==> src/rtl/mac_out_collector_pkg.sv <==
// mac_out_collector_pkg: shared defaults, pointer width and psum type for the output collector
package mac_out_collector_pkg;
  localparam int PSUM_BW = 16;
  localparam int COL = 8;
  localparam int OUT_DEPTH = 16;
  localparam int PTR_W = $clog2(OUT_DEPTH) + 1;
  typedef logic signed [PSUM_BW-1:0] psum_t;
endpackage

==> src/rtl/mac_out_collector_if.sv <==
// mac_out_collector_if: array-side write bus and SRAM-side aligned-row read bus
// in/wr: column psums and strobes; rd: pop a row; out/o_valid/o_full/o_overflow: aligned row and flags
interface mac_out_collector_if import mac_out_collector_pkg::*; #(
  parameter int col = COL,
  parameter int psum_bw = PSUM_BW
);
  logic [psum_bw*col-1:0] in;
  logic [psum_bw*col-1:0] out;
  logic [col-1:0] wr;
  logic rd;
  logic o_valid;
  logic o_full;
  logic o_overflow;
  modport master(output in, wr, rd, input out, o_valid, o_full, o_overflow);
  modport slave(input in, wr, rd, output out, o_valid, o_full, o_overflow);
endinterface

==> src/rtl/mac_out_col_fifo.sv <==
// mac_out_col_fifo: single-column first-word-fall-through FIFO with wrap-bit pointers
// clk, reset (async active-low); din/wr: write side; pop: advance head; dout: head entry;
// empty/full: occupancy; drop: a write was refused this cycle because the column is full
module mac_out_col_fifo import mac_out_collector_pkg::*; #(
  parameter int psum_bw = PSUM_BW,
  parameter int depth = OUT_DEPTH
) (
  input  logic               clk,
  input  logic               reset,
  input  logic [psum_bw-1:0] din,
  input  logic               wr,
  input  logic               pop,
  output logic [psum_bw-1:0] dout,
  output logic               empty,
  output logic               full,
  output logic               drop
);
  localparam int aw = $clog2(depth);
  logic [psum_bw-1:0] mem [depth];
  logic [aw:0] wptr, rptr;
  logic acc;
  assign empty = wptr == rptr;
  assign full = wptr[aw-1:0] == rptr[aw-1:0] && wptr[aw] != rptr[aw];
  // a pop in the same cycle frees the slot, so a write to a full column is still taken
  assign acc = wr && (!full || pop);
  assign drop = wr && !acc;
  assign dout = mem[rptr[aw-1:0]];
  always_ff @(posedge clk or negedge reset)
    if (!reset) begin
      wptr <= '0;
      rptr <= '0;
    end else begin
      if (acc) wptr <= wptr + 1'b1;
      if (pop) rptr <= rptr + 1'b1;
    end
  always_ff @(posedge clk)
    if (acc) mem[wptr[aw-1:0]] <= din;
endmodule

==> src/rtl/mac_out_collector.sv <==
// mac_out_collector: deskews per-column MAC array outputs into aligned rows for the SRAM writer
// clk, reset (async active-low), bus (slave modport of mac_out_collector_if)
// Optional MAC_OUT_COLLECTOR_RELU_EN: negative head psums read out as zero
module mac_out_collector import mac_out_collector_pkg::*; #(
  parameter int col = COL,
  parameter int psum_bw = PSUM_BW,
  parameter int depth = OUT_DEPTH
) (
  input logic clk,
  input logic reset,
  mac_out_collector_if.slave bus
);
  logic [col-1:0] empty, full, drop;
  logic pop, ovf;
  assign pop = bus.rd && bus.o_valid;
  assign bus.o_valid = &(~empty);
  assign bus.o_full = |full;
  assign bus.o_overflow = ovf;
  for (genvar g = 0; g < col; g++) begin : g_col
    logic [psum_bw-1:0] head;
    mac_out_col_fifo #(.psum_bw(psum_bw), .depth(depth)) u_fifo (
      .clk(clk),
      .reset(reset),
      .din(bus.in[psum_bw*g +: psum_bw]),
      .wr(bus.wr[g]),
      .pop(pop),
      .dout(head),
      .empty(empty[g]),
      .full(full[g]),
      .drop(drop[g])
    );
`ifdef MAC_OUT_COLLECTOR_RELU_EN
    assign bus.out[psum_bw*g +: psum_bw] = head[psum_bw-1] ? '0 : head;
`else
    assign bus.out[psum_bw*g +: psum_bw] = head;
`endif
  end
  always_ff @(posedge clk or negedge reset)
    if (!reset) ovf <= 1'b0;
    else if (|drop) ovf <= 1'b1;
endmodule

==> src/flat_wrapper.sv <==
// flat-port wrapper written by rule: the top's interface ports become plain ports
module mac_out_collector_flat import mac_out_collector_pkg::*;
#(
  parameter int col = COL,
  parameter int psum_bw = PSUM_BW,
  parameter int depth = OUT_DEPTH
)
  (clk, reset, bus_in, bus_wr, bus_rd, bus_out, bus_o_valid, bus_o_full, bus_o_overflow);
  mac_out_collector_if #(.col(col), .psum_bw(psum_bw)) bus_i ();
  input logic clk;
  input logic reset;
  input wire logic [$bits(bus_i.in)-1:0] bus_in;
  input wire logic [$bits(bus_i.wr)-1:0] bus_wr;
  input wire logic [$bits(bus_i.rd)-1:0] bus_rd;
  output wire logic [$bits(bus_i.out)-1:0] bus_out;
  output wire logic [$bits(bus_i.o_valid)-1:0] bus_o_valid;
  output wire logic [$bits(bus_i.o_full)-1:0] bus_o_full;
  output wire logic [$bits(bus_i.o_overflow)-1:0] bus_o_overflow;
  assign bus_i.in = bus_in;
  assign bus_i.wr = bus_wr;
  assign bus_i.rd = bus_rd;
  assign bus_out = bus_i.out;
  assign bus_o_valid = bus_i.o_valid;
  assign bus_o_full = bus_i.o_full;
  assign bus_o_overflow = bus_i.o_overflow;
  mac_out_collector #(.col(col), .psum_bw(psum_bw), .depth(depth)) u_core (.clk(clk), .reset(reset), .bus(bus_i));
endmodule
==> config.mk <==
export PLATFORM = sky130hd
export DESIGN_NAME = mac_out_collector_flat
export DESIGN_NICKNAME = d
export VERILOG_FILES = /design/src/rtl/mac_out_collector_pkg.sv /design/src/rtl/mac_out_collector_if.sv /design/src/rtl/mac_out_col_fifo.sv /design/src/rtl/mac_out_collector.sv /design/src/flat_wrapper.sv
export SDC_FILE = /design/constraint.sdc
export NUM_CORES = 2
export LEC_CHECK = 0
export BUFFER_PORTS_ARGS = -buffer_cell sky130_fd_sc_hd__clkbuf_2
export CORE_UTILIZATION = 51
export CTS_BUF_LIST = sky130_fd_sc_hd__clkbuf_4 sky130_fd_sc_hd__clkbuf_8 sky130_fd_sc_hd__clkbuf_16
export DETAILED_ROUTE_END_ITERATION = 7
export GPL_TIMING_DRIVEN = 1
export PLACE_DENSITY = 0.68
export REMOVE_ABC_BUFFERS = 1
export SYNTH_ARGS = -nofsm -noshare
export SYNTH_HDL_FRONTEND = slang
export SYNTH_HIERARCHICAL = 1
export SYNTH_SLANG_ARGS = --single-unit
==> constraint.sdc <==
create_clock -name clk -period 5.05 [get_ports clk]
set_input_delay 0.505 -clock clk [delete_from_list [all_inputs] [get_ports clk]]
set_output_delay 0.505 -clock clk [all_outputs]
set_load 0.02 [all_outputs]
==> reports/qor.csv <==
stage,metric,value,unit
clock_network,postcts setup bufs,0,
setup_path,R2R Setup Slk,0.75,ns
hold_path,Hold Crit Class,in -> reg,
logic_synthesis,"Async S/R FF share, synth",3.80,%
setup_path,Critical Path Sink,bus_out[81],
final_layout,layout cells sized above 1,27.4,%
setup_path,critical-path maximum fanout,43,
timing,Slew @ Worst Pin,1.29,ns
power_and_ir_drop,Peak VDD IR,0.490,mV
timing,unrepaired setup endpoints after global routing,no,
place,IO Port Bufs,269,
place,DP HPWL,114000,um
setup_path,cells on worst reg2reg path,8,
floorplanning,starting density of the core,51.6,%
clock_network,"CTS clk-pin slew, worst paths",0.06,ns
floorplanning,die area,167000,sq um
floorplanning,I/O Pins,270,
setup_path,CP Class,reg -> out,
global_route,GRT Residual Overflow,0,
logic_synthesis,most frequent cell after synthesis,edfxtp_1,
logic_synthesis,Yosys reg bits,2129,
global_route,vias in the first global route,41452,
global_route,largest net degree at the start of global routing,64,
power_and_ir_drop,leakage,32.1,nW
route,Residual DRC,0,
clock_network,CTS Root Buffer Type,clkbuf_16,
setup_path,CP arrival,4.13,ns
logic_synthesis,top area cells in the synthesized netlist,"edfxtp_1 73%, mux4_2 9.6%, mux2i_1 4.0%",
timing,maximum clock frequency,216,MHz
logic_synthesis,Unique masters post-synth,52,
power_and_ir_drop,sequential power share,39.6,%
logic_synthesis,Post-synth EDFFs,2048,
timing,hold slack,0.0603,ns
timing,Final setup violation count,0,
clock_network,Longest Clk Path Bufs,3,
floorplanning,row count,148,
power_and_ir_drop,Overall Power,56.4,mW
global_route,Tot GR Track Use,21.9,%
route,Detailed Route Iter0 Violations,4000,
logic_synthesis,Commonest cells post-synth,"2,048 x edfxtp_1, 360 x mux4_2, 336 x mux2i_1",
power_and_ir_drop,Pint,37.4,mW
clock_network,Worst-Skew Late Latency,0.86,ns
floorplanning,Core Region,163000,sq um
clock_network,CTS resizes,0,
timing,Fin. Hold Viols,0,
power_and_ir_drop,Clock Power Share,27.2,%
timing,"Slew Viols, Final",0,
final_layout,nets@finish,4681,
route,vias post-DR,40938,
final_layout,area delta synth->final,13.1,%
final_layout,area of the multi-input gates,19100,sq um
setup_path,startpoint types,register,
timing,crit path time final,4.64,ns
hold_path,HP Start,bus_in[26],
logic_synthesis,Synth Flop Type,edfxtp_1,
setup_path,Crit. End Element,primary output,
power_and_ir_drop,Switching Fraction,33.7,%
setup_path,Setup crit start,u_core/g_col[5].u_fifo/rptr[1]$_DFFE_PN0P_,
clock_network,CTS tree,built,
setup_path,reg-to-reg endpoint,u_core/g_col[3].u_fifo/mem[6][11]$_DFFE_PP_,
power_and_ir_drop,combinational power share,33.1,%
global_route,first-pass GRT wire length,272000,um
final_layout,flip-flop and latch area,63600,sq um
timing,clock skew,0.0685,ns
route,wire per inst,26.7,um
logic_synthesis,syn_area_per_cell,20.7,sq um
logic_synthesis,top cell type's share of synthesized area,73.0,%
run,max cap viols,0,
logic_synthesis,Yosys warnings,6,
global_route,antenna violations before repair,18,
logic_synthesis,Syn Inst Count,4081,
power_and_ir_drop,pwr dens,592,nW/um^2
route,final WL,183000,um
logic_synthesis,Mapped Area,84300,sq um
status,outcome,finished clean,
setup_path,Worst R2R Start,u_core/g_col[7].u_fifo/wptr[2]$_DFFE_PN0P_,
timing,Rel. slew slack,13.6,%
final_layout,# fillers,11847,
floorplanning,Die Height,409,um
logic_synthesis,Yosys top cell by area,edfxtp_1,
route,ANT nets after route,0,
clock_network,CTS buffer count,209,
power_and_ir_drop,Switch Pwr,19.0,mW
timing,Final Cycle Share,91.9,%
route,Initial DRT Pass Iterations,5,
clock_network,H-tree depth,4,
place,Final GP Congestion,0.811,
logic_synthesis,register area share after synthesis,75.4,%
setup_path,CP Data Required Time,4.55,ns
floorplanning,die width,409,um
clock_network,clock sink total,2129,
route,post-DR vias/cell,5.97,
-- worst min-delay path by stage --
stage,endpoint,slack [ns],cells past startpoint
detailed placement,u_core/g_col[7].u_fifo/wptr[4]$_DFFE_PN0P_,0.48,1
CTS,u_core/g_col[1].u_fifo/mem[12][10]$_DFFE_PP_,0.003,1
global placement,u_core/g_col[7].u_fifo/wptr[4]$_DFFE_PN0P_,0.48,1
finish,u_core/g_col[1].u_fifo/mem[14][10]$_DFFE_PP_,0.06,1
floorplan,u_core/bus.o_overflow$_DFFE_PN0P_,0.21,0
global route,u_core/g_col[1].u_fifo/mem[12][10]$_DFFE_PP_,0.06,1
-- metal layers --
layer	up-vias	wire length [um]	global-route usage (%)
met5	-	131	0
met4	20	3910	5.64
met3	293	14000	4.71
met2	1458	87700	34.5
met1	21376	77100	31.4
li1	17791	-	-
-- metrics by stage --
stage / setup TNS, ns / std cells / cell area [sq um] / util, % / setup WS [ns]
final: 0 / 6859 / 95300 / 58.3 / 0.412
after global routing: 0 / 6854 / 95300 / 58.3 / 0.190
after CTS: 0 / 6854 / 95300 / 58.3 / 0.494
after detailed placement: 0 / 6459 / 88300 / 54.0 / 0.565
after global placement: 0 / 6459 / 88300 / 54.0 / 0.634
after floorplan: -1656.25 / 3840 / 82700 / - / -1.93
-- state kept, by name, indices dropped and copies added (netlist names) --
register,cells
u_core/g_col.u_fifo/rptr,40
u_core/g_col.u_fifo/wptr,40
u_core/bus.o_overflow,1
u_core/g_col.u_fifo/mem,2048
-- worst max-delay path, cell delays in order, from the launching register on --
cell and delay (ns):
dfrtp_4 0.42, buf_4 0.54, buf_4 0.65, mux2i_1 0.17, a22oi_1 0.26, mux2i_1 0.11, o21ai_0 0.77, clkbuf_2 0.31
-- logic make-up after synthesis --
family                   after synthesis  synth area share (%)
flip-flops                          2129                  75.4
adder cells (fa/ha/maj)               40                 0.594
AND/OR/NAND/NOR                      311                  2.13
buffers and inverters                281                  2.08
multiplexers                         767                  14.8
AO/OA/AOI/OAI                        443                  3.89
XOR/XNOR                             110                  1.14
-- layout by cell type (no fill, tap or decap), drive strengths merged, types with 16 or more instances in the layout --
master and count:
edfxtp 2048, nor2 45, o21ai 145, xnor2 82, nand2 39, mux2 63
nor3 16, a221oi 16, a22oi 112, clkbuf 526, buf 176, clkinv 97
o221ai 16, a221o 16, mux4 368, dfrtp 81, and3 95, and2 17
mux2i 336, a31oi 16, xor2 28, inv 47, nand4 17, ha 40
nor2b 44, a32oi 96
-- power groups by stage --
stage / registers [mW] / clock network, mW / logic (mW)
2_1_floorplan: 24.1 / 0 / 11.1
3_3_place_gp: 22.6 / 0 / 18.7
3_5_place_dp: 22.7 / 0 / 18.8
4_1_cts: 22.4 / 15.7 / 18.9
5_1_grt: 22.5 / 16.3 / 19.9
6_report: 22.4 / 15.4 / 18.7
-- what timing repair did --
action | 4_1_cts | 5_1_grt
endpoints found under the setup margin | 0 | 0
hold endpoints to repair | 52 | 0
hold buffers | 7 | 0
-- cell type report --
cell class	instances	share of cell area [%]
well taps	2175	2.86
clock buffers	258	5.97
diodes	5	0.0131
clock inverters	130	1.31
multi-input cells	1671	20.1
flip-flops and latches	2129	66.7
inverters	40	0.158
repair buffers	451	2.87
Power figures use the tool's default switching activity.
